**src/rtl/cache_flush_walker_pkg.sv**
```systemverilog
// Shared types for the cache flush/invalidate walker.
package cache_flush_pkg;

    typedef enum logic [2:0] {
        IDLE,
        READ,
        CHECK,
        WB,
        CLEAR,
        DONE
    } flushstate_t;

endpackage

```
**src/rtl/cache_flush_walker_if.sv**
```systemverilog
// Command, tag-status and writeback handshake signals between the flush walker and the cache.
interface cache_flush_walker_if #(
    parameter int unsigned NUMWAYS = 4,
    parameter int unsigned SETLEN  = 7
);
    logic               FlushCache;
    logic               FlushInvalidate;
    logic               FlushAbort;
    logic [NUMWAYS-1:0] ValidWay;
    logic [NUMWAYS-1:0] DirtyWay;
    logic               WriteBackAck;
    logic               FlushAdrSel;
    logic [SETLEN-1:0]  FlushAdr;
    logic [NUMWAYS-1:0] FlushWay;
    logic               WriteBackReq;
    logic               ClearDirty;
    logic               ClearValid;
    logic               FlushBusy;
    logic               FlushDone;

    // Walker side
    modport master (
        input  FlushCache, FlushInvalidate, FlushAbort, ValidWay, DirtyWay, WriteBackAck,
        output FlushAdrSel, FlushAdr, FlushWay, WriteBackReq, ClearDirty, ClearValid,
               FlushBusy, FlushDone
    );

    // Cache / bus side
    modport slave (
        output FlushCache, FlushInvalidate, FlushAbort, ValidWay, DirtyWay, WriteBackAck,
        input  FlushAdrSel, FlushAdr, FlushWay, WriteBackReq, ClearDirty, ClearValid,
               FlushBusy, FlushDone
    );
endinterface

```
**src/rtl/cache_flush_walker_counter.sv**
```systemverilog
// Set/way position counter for the flush walk; way index is the fast-moving digit.
module flush_counter #(
    parameter int unsigned NUMWAYS = 4,
    parameter int unsigned SETLEN  = 7
) (
    input  logic                       clk,
    input  logic                       reset,
    input  logic                       init,
    input  logic                       advance,
    output logic [SETLEN-1:0]          setIdx,
    output logic [$clog2(NUMWAYS)-1:0] wayIdx,
    output logic                       last
);
    localparam int unsigned WAYBITS = $clog2(NUMWAYS);

    // Last way of the last set: the walk stops here instead of wrapping.
    assign last = (wayIdx == '1) && (setIdx == '1);

    // Step way index, carrying into the set index on wrap to way 0.
    always_ff @(posedge clk or posedge reset) begin
        if (reset) begin
            setIdx <= '0;
            wayIdx <= '0;
        end else if (init) begin
            setIdx <= '0;
            wayIdx <= '0;
        end else if (advance && !last) begin
            wayIdx <= wayIdx + WAYBITS'(1);
            if (wayIdx == '1) begin
                setIdx <= setIdx + SETLEN'(1);
            end
        end
    end
endmodule

```
**src/rtl/cache_flush_walker.sv**
```systemverilog
// Walks every set/way of the cache, writing back dirty lines and clearing dirty/valid bits.
module cache_flush_walker
    import cache_flush_pkg::*;
#(
    parameter int unsigned NUMWAYS  = 4,
    parameter int unsigned NUMLINES = 128,
    parameter int unsigned SETLEN   = 7
) (
    input logic                  clk,
    input logic                  reset,
    cache_flush_walker_if.master bus
);
    localparam int unsigned       WAYBITS = $clog2(NUMWAYS);
    localparam logic [SETLEN-1:0] LASTSET = SETLEN'(NUMLINES - 1);

    flushstate_t          state, nextState;
    logic                 InvMode, nextInvMode;
    logic                 abortPend, nextAbortPend;
    logic                 wasDirty, nextWasDirty;
    logic                 cntInit, cntAdvance, cntLast, lastLine;
    logic [SETLEN-1:0]    setIdx;
    logic [WAYBITS-1:0]   wayIdx;
    logic [NUMWAYS-1:0]   wayOneHot;
    logic                 dirtyHit, validHit;

    flush_counter #(
        .NUMWAYS (NUMWAYS),
        .SETLEN  (SETLEN)
    ) u_counter (
        .clk     (clk),
        .reset   (reset),
        .init    (cntInit),
        .advance (cntAdvance),
        .setIdx  (setIdx),
        .wayIdx  (wayIdx),
        .last    (cntLast)
    );

    assign wayOneHot    = NUMWAYS'(1) << wayIdx;
    assign lastLine     = cntLast && (setIdx == LASTSET);
    assign dirtyHit     = |(bus.DirtyWay & wayOneHot);
    assign validHit     = |(bus.ValidWay & wayOneHot);
    assign bus.FlushAdr = setIdx;
    assign bus.FlushWay = wayOneHot;

    // State and per-walk flags.
    always_ff @(posedge clk or posedge reset) begin
        if (reset) begin
            state     <= IDLE;
            InvMode   <= 1'b0;
            abortPend <= 1'b0;
            wasDirty  <= 1'b0;
        end else begin
            state     <= nextState;
            InvMode   <= nextInvMode;
            abortPend <= nextAbortPend;
            wasDirty  <= nextWasDirty;
        end
    end

    // Next-state decode and per-state outputs.
    always_comb begin
        nextState        = state;
        nextInvMode      = InvMode;
        nextAbortPend    = abortPend;
        nextWasDirty     = wasDirty;
        cntInit          = 1'b0;
        cntAdvance       = 1'b0;
        bus.FlushAdrSel  = 1'b0;
        bus.WriteBackReq = 1'b0;
        bus.ClearDirty   = 1'b0;
        bus.ClearValid   = 1'b0;
        bus.FlushDone    = 1'b0;
        bus.FlushBusy    = (state != IDLE);

        case (state)
            IDLE: begin
                if (bus.FlushCache) begin
                    nextInvMode   = bus.FlushInvalidate;
                    nextAbortPend = 1'b0;
                    cntInit       = 1'b1;
                    nextState     = READ;
                end
            end
            READ: begin
                bus.FlushAdrSel = 1'b1;
                nextState       = bus.FlushAbort ? IDLE : CHECK;
            end
            CHECK: begin
                bus.FlushAdrSel = 1'b1;
                if (bus.FlushAbort) begin
                    nextState = IDLE;
                end else if (dirtyHit) begin
                    nextWasDirty = 1'b1;
                    nextState    = WB;
                end else if (InvMode && validHit) begin
                    nextWasDirty = 1'b0;
                    nextState    = CLEAR;
                end else if (lastLine) begin
                    nextState = DONE;
                end else begin
                    cntAdvance = 1'b1;
                    nextState  = READ;
                end
            end
            WB: begin
                // An abort here only ends the walk after the handshake and clear complete.
                bus.FlushAdrSel  = 1'b1;
                bus.WriteBackReq = 1'b1;
                if (bus.FlushAbort) begin
                    nextAbortPend = 1'b1;
                end
                if (bus.WriteBackAck) begin
                    nextState = CLEAR;
                end
            end
            CLEAR: begin
                bus.FlushAdrSel = 1'b1;
                bus.ClearDirty  = wasDirty;
                bus.ClearValid  = InvMode;
                if (abortPend || bus.FlushAbort) begin
                    nextState = IDLE;
                end else if (lastLine) begin
                    nextState = DONE;
                end else begin
                    cntAdvance = 1'b1;
                    nextState  = READ;
                end
            end
            DONE: begin
                bus.FlushDone = 1'b1;
                nextState     = IDLE;
            end
            default: begin
                nextState = IDLE;
            end
        endcase
    end
endmodule

```
**src/flat_wrapper.sv**
```systemverilog
// flat-port wrapper written by rule: the top's interface ports become plain ports
module cache_flush_walker_flat import cache_flush_pkg::*;
#(
    parameter int unsigned NUMWAYS  = 4,
    parameter int unsigned NUMLINES = 128,
    parameter int unsigned SETLEN   = 7
)
  (clk, reset, bus_FlushCache, bus_FlushInvalidate, bus_FlushAbort, bus_ValidWay, bus_DirtyWay, bus_WriteBackAck, bus_FlushAdrSel, bus_FlushAdr, bus_FlushWay, bus_WriteBackReq, bus_ClearDirty, bus_ClearValid, bus_FlushBusy, bus_FlushDone);
  cache_flush_walker_if #(.NUMWAYS(NUMWAYS), .SETLEN(SETLEN)) bus_i ();
  input logic clk;
  input logic reset;
  input wire logic [$bits(bus_i.FlushCache)-1:0] bus_FlushCache;
  input wire logic [$bits(bus_i.FlushInvalidate)-1:0] bus_FlushInvalidate;
  input wire logic [$bits(bus_i.FlushAbort)-1:0] bus_FlushAbort;
  input wire logic [$bits(bus_i.ValidWay)-1:0] bus_ValidWay;
  input wire logic [$bits(bus_i.DirtyWay)-1:0] bus_DirtyWay;
  input wire logic [$bits(bus_i.WriteBackAck)-1:0] bus_WriteBackAck;
  output wire logic [$bits(bus_i.FlushAdrSel)-1:0] bus_FlushAdrSel;
  output wire logic [$bits(bus_i.FlushAdr)-1:0] bus_FlushAdr;
  output wire logic [$bits(bus_i.FlushWay)-1:0] bus_FlushWay;
  output wire logic [$bits(bus_i.WriteBackReq)-1:0] bus_WriteBackReq;
  output wire logic [$bits(bus_i.ClearDirty)-1:0] bus_ClearDirty;
  output wire logic [$bits(bus_i.ClearValid)-1:0] bus_ClearValid;
  output wire logic [$bits(bus_i.FlushBusy)-1:0] bus_FlushBusy;
  output wire logic [$bits(bus_i.FlushDone)-1:0] bus_FlushDone;
  assign bus_i.FlushCache = bus_FlushCache;
  assign bus_i.FlushInvalidate = bus_FlushInvalidate;
  assign bus_i.FlushAbort = bus_FlushAbort;
  assign bus_i.ValidWay = bus_ValidWay;
  assign bus_i.DirtyWay = bus_DirtyWay;
  assign bus_i.WriteBackAck = bus_WriteBackAck;
  assign bus_FlushAdrSel = bus_i.FlushAdrSel;
  assign bus_FlushAdr = bus_i.FlushAdr;
  assign bus_FlushWay = bus_i.FlushWay;
  assign bus_WriteBackReq = bus_i.WriteBackReq;
  assign bus_ClearDirty = bus_i.ClearDirty;
  assign bus_ClearValid = bus_i.ClearValid;
  assign bus_FlushBusy = bus_i.FlushBusy;
  assign bus_FlushDone = bus_i.FlushDone;
  cache_flush_walker #(.NUMWAYS(NUMWAYS), .NUMLINES(NUMLINES), .SETLEN(SETLEN)) u_core (.clk(clk), .reset(reset), .bus(bus_i));
endmodule
```
**config.mk**
```make
export PLATFORM = sky130hd
export DESIGN_NAME = cache_flush_walker_flat
export DESIGN_NICKNAME = d
export VERILOG_FILES = /design/src/rtl/cache_flush_walker_pkg.sv /design/src/rtl/cache_flush_walker_if.sv /design/src/rtl/cache_flush_walker_counter.sv /design/src/rtl/cache_flush_walker.sv /design/src/flat_wrapper.sv
export SDC_FILE = /design/constraint.sdc
export NUM_CORES = 1
export LEC_CHECK = 0
export BUFFER_PORTS_ARGS = -buffer_cell sky130_fd_sc_hd__buf_2
export CAP_MARGIN = 10
export CORE_UTILIZATION = 54
export DETAILED_ROUTE_END_ITERATION = 7
export PLACE_DENSITY = 0.79
export SYNTH_ARGS = -nofsm -noshare
export SYNTH_HDL_FRONTEND = slang
export SYNTH_HIERARCHICAL = 1
export SYNTH_SLANG_ARGS = --single-unit
export TNS_END_PERCENT = 100
```
**constraint.sdc**
```tcl
create_clock -name clk -period 5.79 [get_ports clk]
set_clock_uncertainty 0.15 [all_clocks]
set_input_delay 0.579 -clock clk [delete_from_list [all_inputs] [get_ports clk]]
set_output_delay 0.579 -clock clk [all_outputs]
set_load 0.02 [all_outputs]
```
# Yosys cells after proc, flatten, opt, wreduce, memory -nomap -nowiden
# Index checks and enable logic that the tools add are counted.
# word_totals
reg_bits	15
output_inout_bits	17
wordCells	74
# classes
n_addsub	2
n_eq_ne	10
shifts	1
mux	32
bitwise	3
reduce_logical	20
# ops
op	n
$mux W3	7
$mux W7	3
$mux W1	16
$pmux W3 S5	1
$reduce_or A4 Y1	3
$and A4 B4 Y4	2
$reduce_bool A2 Y1	4
$add A7 B1 Y7 const B	1
$eq A7 B7 Y1 const B	1
$eq A3 B2 Y1 const B	2
$eq A3 B3 Y1 const B	2
$mux W2	3
$ne A2 B2 Y1 const B	3
$reduce_and A2 Y1	3
$reduce_and A3 Y1	2
$logic_and A1 B1 Y1	4
$pmux W1 S2	2
$shl A1 B2 Y4 const A	1
$eq A3 B1 Y1 const B	1
$logic_not A3 Y1	1
$reduce_bool A3 Y1	1
$add A2 B1 Y2 const B	1
$eq A2 B2 Y1 const B	1
$logic_not A1 Y1	1
other kinds (2)	2

# Longest topological paths before layout
# Gate-level depths: netlist of run 1.
# depth
ltp_word	11
ltp_mapped	9
ltp_nobuf	9

# Hierarchy
# The synthesis of run 1 kept the hierarchy.
# modules_own_cells
mod	instances	cells_per_inst	area_per_inst_um2	seq_area_each_um2
flush_counter	1	56	540.5	225.2
cache_flush_walker	1	57	501.7	150.1

# Least setup slack after synthesis of run 1
# No wires, ideal clock.
# synth_path
path_kind	input to register
startpoint	in bus_DirtyWay[3]
endpoint	reg u_core.u_counter.setIdx[4]
arrival_ps	2238
slack_ps	3277
cell_stages	7
cell_sequence	mux4_2 -> nor2_2 -> a21oi_1 -> nor4_2 -> nand4_1 -> a311oi_1 -> mux2_2
# synth_between
elab_chain_len	8
# synth_lines
item	line	rtl
start: declaration	flat_wrapper.sv:16	input wire logic [$bits(bus_i.DirtyWay)-1:0] bus_DirtyWay;
$and A4 B4 Y4	cache_flush_walker.sv:41	assign dirtyHit = |(bus.DirtyWay & wayOneHot);
$reduce_or A4 Y1	cache_flush_walker.sv:41	
$mux W1	cache_flush_walker.sv:93	end else if (dirtyHit) begin
$mux W1	cache_flush_walker.sv:91	if (bus.FlushAbort) begin
$pmux W1 S2	cache_flush_walker.sv:76	case (state)
net u_core.cntAdvance	cache_flush_walker.sv:20	logic cntInit, cntAdvance, cntLast, lastLine;
$logic_and A1 B1 Y1	cache_flush_walker_counter.sv:27	end else if (advance && !last) begin
$reduce_bool A2 Y1 (no line)	--	
$reduce_and A2 Y1 (no line)	--	
end signal: assignment	cache_flush_walker_counter.sv:30	setIdx <= setIdx + SETLEN'(1);
end: declaration	cache_flush_walker_counter.sv:10	output logic [SETLEN-1:0] setIdx,
# The timed path passes the listed nets, and every way through them passes these cells.
# A chain may end at the register's enable or synchronous reset.

# Worst setup path after layout of run 1
# layout_path
startpoint	reg u_core.u_counter.wayIdx[0]
endpoint	reg u_core.u_counter.setIdx[4]
# layout_between
elab_chain_len	11
word_cells_on_any_way	20
classes_between	eq/ne: 1; shift: 1; mux: 6; bitwise: 2; reduce/logical: 10
# layout_lines
item	line	rtl
start: declaration	cache_flush_walker_counter.sv:11	output logic [$clog2(NUMWAYS)-1:0] wayIdx,
start signal: assignment	cache_flush_walker_counter.sv:28	wayIdx <= wayIdx + WAYBITS'(1);
$shl A1 B2 Y4 or $eq A2 B2 Y1 (tied branches)	cache_flush_walker.sv:39, cache_flush_walker_counter.sv:17	
$and A4 B4 Y4 or $logic_and A1 B1 Y1 (tied branches)	cache_flush_walker.sv:42, cache_flush_walker_counter.sv:17	
$reduce_or A4 Y1 or $logic_and A1 B1 Y1 (tied branches)	cache_flush_walker.sv:42, cache_flush_walker.sv:40	
$logic_and A1 B1 Y1 or $mux W1 (tied branches)	cache_flush_walker.sv:96, cache_flush_walker.sv:99, cache_flush_walker.sv:123	
$mux W1	cache_flush_walker.sv:96	end else if (InvMode && validHit) begin
$mux W1	cache_flush_walker.sv:93	
$mux W1	cache_flush_walker.sv:91	
$pmux W1 S2 *	cache_flush_walker.sv:76	
net u_core.cntAdvance	cache_flush_walker.sv:20	
$logic_and A1 B1 Y1 *	cache_flush_walker_counter.sv:27	
$reduce_bool A2 Y1 (no line) *	--	
$reduce_and A2 Y1 (no line) *	--	
# The timed path passes the listed nets; every way through them passes the cells marked *.

==> results of run 1 <==
[sequential cells by signal, indices dropped and copies added (netlist names)]
register                 count
u_core/u_counter/setIdx      7
u_core/state                 3
u_core/u_counter/wayIdx      2
u_core/InvMode               1
u_core/abortPend             1
u_core/wasDirty              1
[layer usage]
metal	vias up	track usage [%]	wire length, um
li1	472	-	-
met1	459	31.59	1009
met2	44	35.49	1094
met3	2	4.762	171
met4	0	2.941	4
met5	-	0	0
[cell type report]
| type | count | area [um^2] |
|---|---|---|
| fill | 149 | 534.3 |
| multi-input combinational | 87 | 616.8 |
| clock buffer | 4 | 26.28 |
| timing repair buffer | 30 | 150.1 |
| sequential | 15 | 375.4 |
| tap | 25 | 31.28 |
| inverter | 8 | 30.03 |
[per-stage QoR]
| stage | power, mW | cell area [um^2] | setup WS [ns] | std cells |
|---|---|---|---|---|
| 2_1_floorplan | 0.2641 | 1042 | 3.277 | 113 |
| 3_3_place_gp | 0.2967 | 1204 | 3.075 | 165 |
| 3_5_place_dp | 0.3000 | 1204 | 2.971 | 165 |
| 6_report | 0.3613 | 1230 | 3.035 | 169 |
| 5_1_grt | 0.3866 | 1230 | 2.904 | 169 |
| 4_1_cts | 0.3626 | 1230 | 3.044 | 169 |
[path summary, 6_finish.rpt]
path / startpoint / to / slack, ns
min reg2reg: u_core/abortPend$_DFFE_PP0P_ / u_core/abortPend$_DFFE_PP0P_ / 0.37
min in group clk: u_core/abortPend$_DFFE_PP0P_ / u_core/abortPend$_DFFE_PP0P_ / 0.37
max: u_core/u_counter/wayIdx[0]$_DFFE_PP0P_ / u_core/u_counter/setIdx[4]$_DFFE_PP0P_ / 3.04
max in group asynchronous: reset / u_core/u_counter/wayIdx[1]$_DFFE_PP0P_ / 5.13
max reg2reg: u_core/u_counter/wayIdx[0]$_DFFE_PP0P_ / u_core/u_counter/setIdx[4]$_DFFE_PP0P_ / 3.04
min: reset / u_core/state[0]$_DFFE_PP0P_ / 0.06
[layout by cell type, fill, tap and decap left out, types with 2 or more instances in the layout]
cell type and n:
nand4_1 4, nor2b_1 6, mux2_2 4, nor3b_1 2
nand2b_1 5, inv_1 8, mux2i_1 2, mux4_2 2
clkbuf_4 3, buf_2 30, a211oi_1 3, nand2_1 8
o31a_1 2, o21ai_0 4, nand3_1 2, nor2_1 12
dfrtp_1 15, o21bai_1 2, and2_1 2, ha_1 2
a21oi_1 3, and3_1 5, xnor2_1 2
[report_power, final]
group	internal, mW	switching [mW]
combinational	0.0631	0.0867
clock	0.0267	0.0353
sequential	0.122	0.0272
total	0.212	0.149
[logic make-up after synthesis]
logic type                 after synthesis  synth area share [%]
buffers and inverters                   11                 4.801
muxes                                    9                 12.00
AOI/OAI and AO/OA                       21                 14.53
DFF                                     15                 36.01
xor gates and xnor gates                 2                 1.681
and+or+nand+nor                         53                 28.57
adders and majority gates                2                 2.401
==> impl_metrics.py, run 1 <==
metrics = {
    "status": {
        "outcome": "complete, no violations",
    },
    "power_and_ir_drop": {
        "peakVddDrop_v": 0.0001808,
        "p_per_area_nw_per_um2": 293.8,
        "leakage_nw": 0.5818,
    },
    "clocking": {
        "cts.sinks": 15,
        "post_cts.repair.setup_buffers": 0,
        "postCtsHoldBufs": 0,
        "cts.clk_slew.worst_paths_ns": 0.10,
        "htreeDepth": 1,
        "ctsResizeCount": 0,
        "cts_tree": "yes",
        "worst_skew_pair.late_latency_ns": 0.28,
        "cts_buffers": 3,
        "ctsRootBufferMaster": "clkbuf_4",
        "clockBufferDepth": 2,
    },
    "flow_run": {
        "maxCapViolations": 0,
    },
    "setup_path": {
        "crit_path_start_kind": "flop",
        "cpMaxStageDelayCell": "mux4_2",
        "path_depth": 7,
        "cp_top_family": "multiplexers",
        "path_class": "flop to flop",
        "worstRegToRegCells": 7,
        "crit_chain": "mux4_2 -> nor2_2 -> a21oi_1 -> nor4_2 -> nand4_1 -> a311oi_1 -> mux2_2",
        "crit_fanout": 9,
        "crit_required_ns": 5.81,
        "cp_num_buf_inv": 0,
        "end_kind": "flop",
        "max_stage_delay_ns": 0.61,
        "cp.arrival_ns": 2.78,
    },
    "floorplanning": {
        "initial_utilization_pct": 59.08,
        "pin_count": 31,
        "fp.coreArea_um2": 1764,
        "dieArea_um2": 2110,
        "fp.dieH_um": 45.93,
        "rows": 15,
        "die_w_um": 45.93,
    },
    "routing": {
        "drt_iter0_drc": 40,
        "vias_per_cell": 5.781,
        "drtPass1Iterations": 4,
        "routed-via-count": 977,
        "finalWirelength_um": 2279,
        "drc_errors": 0,
        "antenna_left": 0,
        "avgRoutedWirePerCell_um": 13.49,
    },
    "sta": {
        "timing.hold.ws_ns": 0.06323,
        "worstMarginPinSlew_ns": 0.4051,
        "tns_ns": 0,
        "finalHoldViolCount": 0,
        "slew_headroom_pct": 72.77,
        "slew_viol_final": 0,
        "rsz0062_at_grt": "no",
        "max_freq_mhz": 363.0,
        "min_period_ns": 2.755,
        "setup_viol": 0,
        "finalCritPeriodShare_pct": 47.57,
    },
    "logic_synthesis": {
        "synth_cell_type_count": 39,
        "yosys_most_used_dff": "dfrtp_1",
        "async_flop_share_pct": 100.0,
        "syn-num-nets": 129,
        "synth_seq_cells": 15,
        "yosysTopAreaCellShare_pct": 36.01,
        "avgSynthCellArea_um2": 9.223,
        "synthesis.area_um2": 1042,
        "synth_common_cells": "dfrtp_1, nor2_1, inv_1, nand2_1, nor2b_1",
        "synth_area_leader_cell": "dfrtp_1",
        "synth_seq_area_share_pct": 36.01,
        "synth_cells": 113,
        "yosys-top-cells-area": "dfrtp_1, mux2_2, mux4_2",
        "synth_edf_count": 0,
        "ys.warnings.count": 6,
        "yosysMostFrequentCell": "dfrtp_1",
    },
    "finish": {
        "antenna_cells": 0,
        "layout-drive-gt1-share_pct": 31.25,
        "nets": 161,
        "fin_util_pct": 69.72,
        "areaGrowthSynthToFinish_pct": 18.01,
    },
    "place": {
        "gp_congestion": 0.8878,
        "port_buffers": 30,
        "dp.final_hpwl_um": 1722,
    },
    "grt": {
        "gr-total-overflow": 0,
        "grt_first_pass_wirelength_um": 3463,
        "antenna_found_initial": 0,
        "grt_pass1_vias": 823,
        "grt_start_max_net_pins": 17,
        "grt.total_usage_pct": 22.24,
    },
    "hold_path": {
        "worst_hold_path_type": "input pin to async pin",
    },
}
No activity file was read; power rests on OpenSTA's default activity.
==> inputs of run 2 (changes only) <==
ABC_AREA = 1   (was default)
CORE_UTILIZATION = 51   (was 54)
PLACE_DENSITY = 0.75   (was 0.79)
clock period = 2.9 ns   (was 5.79 ns; I/O delays follow)
==> impl_metrics.py, run 2 <==
metrics = {
    "sta": {
        "slew_viol_final": 0,
        "slew_headroom_pct": 63.74,
        "max_freq_mhz": 411.2,
        "finalCritPeriodShare_pct": 83.86,
        "finalHoldViolCount": 0,
        "rsz0062_at_grt": "no",
        "min_period_ns": 2.432,
        "worstMarginPinSlew_ns": 0.5440,
        "timing.hold.ws_ns": 0.08434,
        "tns_ns": 0,
        "setup_viol": 0,
        "postLayoutSetupSlackWorst_ns": 0.4679,
    },
    "logic_synthesis": {
        "synth_area_leader_cell": "dfrtp_1",
        "synth-compound-area-share_pct": 6.884,
        "synth_edf_count": 0,
        "synth_seq_area_share_pct": 35.01,
        "synth_cells": 156,
        "synth_common_cells": "nand2_1, nand3_1, inv_1",
        "yosys-top-cells-area": "dfrtp_1, nand2_1, nand3_1",
        "synth_seq_cells": 15,
        "yosys_most_used_dff": "dfrtp_1",
        "syn-num-nets": 172,
        "async_flop_share_pct": 100.0,
        "synth_top_family_by_area": "simple AND/OR/NAND/NOR gates",
        "synthAdderAreaFrac_pct": 2.334,
        "synth_simple_gate_area_share_pct": 43.99,
        "yosysTopAreaCellShare_pct": 35.01,
        "synthMuxAreaShare_pct": 0,
        "avgSynthCellArea_um2": 6.874,
        "synthesis.area_um2": 1072,
        "synth_xor_area_share_pct": 1.634,
        "ys.warnings.count": 6,
        "yosysMostFrequentCell": "nand2_1",
        "synth_cell_type_count": 25,
    },
    "finish": {
        "fin_util_pct": 65.50,
        "layout_common_cells": "nand2_1, buf_2, nand3_1",
        "fillers": 199,
        "reg.largest.list": "u_core/u_counter/setIdx: 7 flops, u_core/state: 3 flops, u_core/u_counter/wayIdx: 2 flops",
        "nets": 206,
        "final_common_cell": "nand2_1",
        "regMostFlops": "u_core/u_counter/setIdx",
        "areaGrowthSynthToFinish_pct": 19.84,
        "antenna_cells": 0,
        "layout-drive-gt1-share_pct": 26.46,
        "largest_reg_flops": 7,
    },
    "clocking": {
        "post_cts.repair.setup_buffers": 0,
        "cts_buffers": 3,
        "clockBufferDepth": 2,
        "cts_tree": "yes",
        "ctsRootBufferMaster": "clkbuf_4",
        "htreeDepth": 1,
        "cts.sinks": 15,
        "worst_skew_pair.late_latency_ns": 0.27,
        "cts.clk_slew.worst_paths_ns": 0.09,
    },
    "routing": {
        "vias_per_cell": 5.056,
        "wl_met1_um": 1095,
        "antenna_left": 0,
        "drt_iter0_drc": 24,
        "top_layer": "met4",
        "wl_met3_um": 63,
        "dr_wl_met2_um": 1237,
        "avgRoutedWirePerCell_um": 11.14,
        "routed-via-count": 1092,
        "finalWirelength_um": 2406,
        "drtPass1Iterations": 4,
        "drc_errors": 0,
    },
    "status": {
        "outcome": "complete, no violations",
    },
    "power_and_ir_drop": {
        "peakVddDrop_v": 0.0004153,
        "leakage_nw": 0.6878,
        "p_per_area_nw_per_um2": 697.2,
    },
    "setup_path": {
        "rrSetupSlack_ns": 0.47,
        "crit_fanout": 8,
        "timing.rr.end": "u_core/u_counter/setIdx[6]$_DFFE_PP0P_",
        "rr_startpoint": "u_core/u_counter/setIdx[0]$_DFFE_PP0P_",
        "cp-startpoint": "u_core/u_counter/setIdx[0]$_DFFE_PP0P_",
        "cp.arrival_ns": 2.47,
        "crit_path_start_kind": "flop",
        "end_kind": "flop",
        "cp-endpoint": "u_core/u_counter/setIdx[6]$_DFFE_PP0P_",
        "crit_required_ns": 2.94,
        "path_class": "flop to flop",
        "worstRegToRegCells": 12,
    },
    "grt": {
        "grt_first_pass_wirelength_um": 3629,
        "grt_pass1_vias": 902,
        "gr-total-overflow": 0,
        "antenna_found_initial": 0,
        "grt_start_max_net_pins": 13,
        "grt.total_usage_pct": 22.37,
    },
    "hold_path": {
        "worst_hold_path_type": "input pin to flop",
    },
    "floorplanning": {
        "fp.coreArea_um2": 1962,
        "pin_count": 31,
        "initial_utilization_pct": 54.66,
        "die_w_um": 47.86,
        "dieArea_um2": 2290,
        "rows": 16,
        "fp.dieH_um": 47.86,
    },
    "flow_run": {
        "maxCapViolations": 0,
    },
    "place": {
        "dp_slack_ns": 0.5037,
        "gp_congestion": 0.8095,
        "dp.final_hpwl_um": 1894,
        "port_buffers": 30,
    },
}
-- run 2: changes by cell type after synthesis, moves of 5 or more --
cell	change
nand2_1	+30
nand3_1	+19
inv_1	+12
nor2b_1	-6
and3_1	-5
inv_2	+5
nand2b_1	-5
-- run 2: what timing repair did --
item | 4_1_cts | 5_1_grt
hold buffers | 1 | 0
setup endpoints to repair | 0 | 0
endpoints found under the hold margin | 15 | 0
gates resized for setup | 0 | 0
-- run 2: metrics by stage --
stage / cell area [um^2] / cells / total power, mW
after floorplan: 1072 / 156 / 0.6547
after global placement: 1249 / 211 / 0.7735
after global routing: 1285 / 216 / 0.9729
after CTS: 1285 / 216 / 0.9038
final: 1285 / 216 / 0.8959
after detailed placement: 1249 / 211 / 0.7790
-- run 2: per-layer routing --
metal,track usage (%),vias to the layer above
met2,39.19,15
met3,3.396,2
li1,-,566
met1,28.50,509
met4,6.111,0
met5,0,-
-- run 2: final cells by class --
class	count	area, um^2	share of cell area, %
timing repair buffer	32	167.7	13.05
tap	27	33.78	2.629
clock buffer	4	26.28	2.045
multi-input combinational	113	588.1	45.76
sequential	15	375.4	29.21
inverter	25	93.84	7.303
-- run 2: power breakdown --
part	leakage [nW]	internal, mW	switching (mW)	total (mW)
combinational	0.473	0.154	0.298	0.452
sequential	0.200	0.261	0.0654	0.327
clock	0.0150	0.0532	0.0641	0.117
total	0.688	0.468	0.428	0.896
-- run 2: worst min path at each step --
| stage | start | end | slack, ns | cells after the start |
|---|---|---|---|---|
| after floorplan | reset | u_core/InvMode$_DFFE_PP0P_ | -0.07 | 1 |
| after global placement | reset | u_core/state[0]$_DFFE_PP0P_ | 0.08 | 2 |
| after detailed placement | reset | u_core/state[1]$_DFFE_PP0P_ | 0.09 | 2 |
| after CTS | bus_FlushInvalidate | u_core/InvMode$_DFFE_PP0P_ | 0.07 | 3 |
| after global routing | bus_FlushInvalidate | u_core/InvMode$_DFFE_PP0P_ | 0.07 | 3 |
| final | bus_FlushInvalidate | u_core/InvMode$_DFFE_PP0P_ | 0.08 | 3 |
-- run 2: logic make-up (layout without fill, tap and decap cells) --
logic type,count (synthesis),after routing
compound gates,14,14
flops,15,15
fa+ha+maj,2,2
simple gates,95,95
buf+inv,28,61
xor+xnor,2,2
-- run 2: worst max-delay path, cell delays in order (launching register included) --
cell     delay, ns
dfrtp_1       0.46
ha_1          0.28
nand2_2       0.11
nor2_4        0.04
nand3_2       0.09
inv_1         0.05
nand4_1       0.08
nor2_1        0.06
inv_1         0.06
nand2_1       0.05
a21oi_1       0.43
nand4_1       0.26
o21ai_0       0.23
==> inputs of run 3 (changes only) <==
ABC_AREA = 0   (was 1)
CORE_UTILIZATION = 50   (was 51)
PLACE_DENSITY = 0.74   (was 0.75)
clock period = 2.5 ns   (was 2.9 ns; I/O delays follow)
==> impl_metrics.py, run 3 (synthesis results as in run 1) <==
metrics = {
    "grt": {
        "grtUsageMet3_pct": 3.774,
        "grt_first_pass_wirelength_um": 3636,
        "grt.total_usage_pct": 23.15,
        "gr-total-overflow": 0,
        "antenna_found_initial": 0,
        "grt_start_max_net_pins": 17,
        "grt_pass1_vias": 835,
        "grt.busiest_layer": "met1",
        "use_met2_pct": 31.23,
        "grt_use_met1_pct": 36.19,
    },
    "sta": {
        "finalHoldViolCount": 0,
        "rsz0062_at_grt": "yes",
        "min_period_ns": 2.461,
        "slew_viol_final": 0,
        "tns_ns": 0,
        "timing.hold.ws_ns": 0.04281,
        "setup_viol": 0,
        "slew_headroom_pct": 70.11,
        "finalCritPeriodShare_pct": 98.45,
        "worstMarginPinSlew_ns": 0.4478,
        "max_freq_mhz": 406.3,
    },
    "place": {
        "gp_congestion": 0.8062,
        "placed_cells": 179,
        "port_buffers": 30,
        "dp.final_hpwl_um": 1764,
    },
    "hold_path": {
        "holdPathStages": 2,
        "min_from": "bus_FlushInvalidate",
        "worst_hold_path_type": "input pin to flop",
        "hold_end": "u_core/InvMode$_DFFE_PP0P_",
    },
    "finish": {
        "areaGrowthSynthToFinish_pct": 30.61,
        "antenna_cells": 0,
        "regMostFlops": "u_core/u_counter/setIdx",
        "layout-drive-gt1-share_pct": 39.24,
        "fillers": 181,
        "reg.largest.list": "u_core/u_counter/setIdx: 7 flops, u_core/state: 3 flops, u_core/u_counter/wayIdx: 2 flops",
        "layout_common_cells": "buf_2, dfrtp_1, buf_4",
        "seq_area_um2": 376.6,
        "fin_util_pct": 69.39,
        "finalNonFillerCells": 185,
        "largest_reg_flops": 7,
        "final_common_cell": "buf_2",
        "nets": 175,
        "multi_input_area_um2": 636.9,
    },
    "setup_path": {
        "timing.rr.end": "u_core/u_counter/setIdx[4]$_DFFE_PP0P_",
        "worstRegToRegCells": 7,
        "crit_path_start_kind": "flop",
        "crit_fanout": 7,
        "crit_required_ns": 2.53,
        "rr_startpoint": "u_core/u_counter/wayIdx[0]$_DFFE_PP0P_",
        "rrSetupSlack_ns": 0.04,
        "path_class": "flop to flop",
        "end_kind": "flop",
        "cp.arrival_ns": 2.49,
    },
    "routing": {
        "finalWirelength_um": 2353,
        "drt_iter0_drc": 45,
        "vias_per_cell": 5.432,
        "routed-via-count": 1005,
        "antenna_left": 0,
        "drc_errors": 0,
        "drtPass1Iterations": 4,
        "avgRoutedWirePerCell_um": 12.72,
    },
    "power_and_ir_drop": {
        "p_int_mw": 0.5427,
        "peakVddDrop_v": 0.0004306,
        "pwr-share-seq_pct": 34.1,
        "swShare_pct": 39.71,
        "p_per_area_nw_per_um2": 661.3,
        "total_power_mw": 0.9002,
        "combPwrFrac_pct": 50.0,
        "switchingPower_mw": 0.3575,
        "leakage_nw": 0.6538,
        "clockPowerShare_pct": 15.8,
    },
    "clocking": {
        "clockBufferDepth": 2,
        "htreeDepth": 1,
        "ctsRootBufferMaster": "clkbuf_4",
        "worst_skew_pair.late_latency_ns": 0.28,
        "cts_tree": "yes",
        "cts.clk_slew.worst_paths_ns": 0.09,
        "cts_buffers": 3,
        "cts.sinks": 15,
    },
    "floorplanning": {
        "fp.dieH_um": 47.66,
        "pin_count": 31,
        "rows": 16,
        "fp.coreArea_um2": 1962,
        "initial_utilization_pct": 53.13,
        "die_w_um": 47.66,
        "dieArea_um2": 2271,
    },
    "status": {
        "outcome": "complete, no violations",
    },
    "flow_run": {
        "maxCapViolations": 0,
    },
}
## run 3: cell types whose count changed in the layout (fill, tap and decap cells not counted), moves of 4 or more
cell	before	now
nand2_1	38	8
buf_4	1	13
and3_1	0	5
nor2_1	16	12
nand3_1	21	2
nand2b_1	0	5
nor2b_1	0	6
inv_2	5	0
mux2_2	0	4
inv_1	20	8
## run 3: how the worst max path moves through the flow
stage,from,to
6_report,u_core/u_counter/wayIdx[0]$_DFFE_PP0P_,u_core/u_counter/setIdx[4]$_DFFE_PP0P_
3_5_place_dp,u_core/u_counter/wayIdx[0]$_DFFE_PP0P_,u_core/u_counter/setIdx[4]$_DFFE_PP0P_
4_1_cts,u_core/u_counter/wayIdx[0]$_DFFE_PP0P_,u_core/u_counter/setIdx[4]$_DFFE_PP0P_
3_3_place_gp,u_core/u_counter/wayIdx[0]$_DFFE_PP0P_,u_core/u_counter/setIdx[4]$_DFFE_PP0P_
5_1_grt,u_core/u_counter/wayIdx[1]$_DFFE_PP0P_,u_core/u_counter/setIdx[5]$_DFFE_PP0P_
2_1_floorplan,u_core/u_counter/wayIdx[0]$_DFFE_PP0P_,u_core/u_counter/setIdx[4]$_DFFE_PP0P_
## run 3: stage by stage
step                setup WS, ns  area (um^2)
floorplan                0.03160         1042
global placement        0.009824         1296
detailed placement      -0.07002         1296
CTS                     0.009424         1334
global route            -0.02826         1361
finish                   0.03869         1361
## run 3: layer usage
layer,vias up,wire length [um]
met4,0,12
met2,38,1089
met5,-,0
met1,465,1106
li1,500,-
met3,2,143
## run 3: layout make-up
class | instances | area share (%)
multi-input cells | 87 | 46.78
flip-flops and latches | 15 | 27.67
repair buffers | 44 | 18.93
well taps | 27 | 2.482
inverters | 8 | 2.206
clock buffers | 4 | 1.930
## run 3: timing repair
item,4_1_cts,5_1_grt
resized for setup,1,4
pin swaps,0,0
hold buffers,1,0
endpoints found under the hold margin,15,0
setup endpoints to repair,3,5
buffers inserted,0,1
## run 3: critical path, cell delays in order, from the launching register on
cell and delay (ns):
dfrtp_2 0.44, mux4_2 0.56, nor2_4 0.12, a21oi_2 0.06
nor4_2 0.23, nand4_1 0.16, a311oi_2 0.27, mux2_2 0.37
## run 3: power groups by stage
stage / Combinational, mW / Sequential (mW) / Clock (mW)
2_1_floorplan: 0.297 / 0.315 / 0
3_3_place_gp: 0.430 / 0.313 / 0
3_5_place_dp: 0.439 / 0.313 / 0
4_1_cts: 0.441 / 0.308 / 0.153
5_1_grt: 0.503 / 0.316 / 0.161
6_report: 0.450 / 0.307 / 0.142
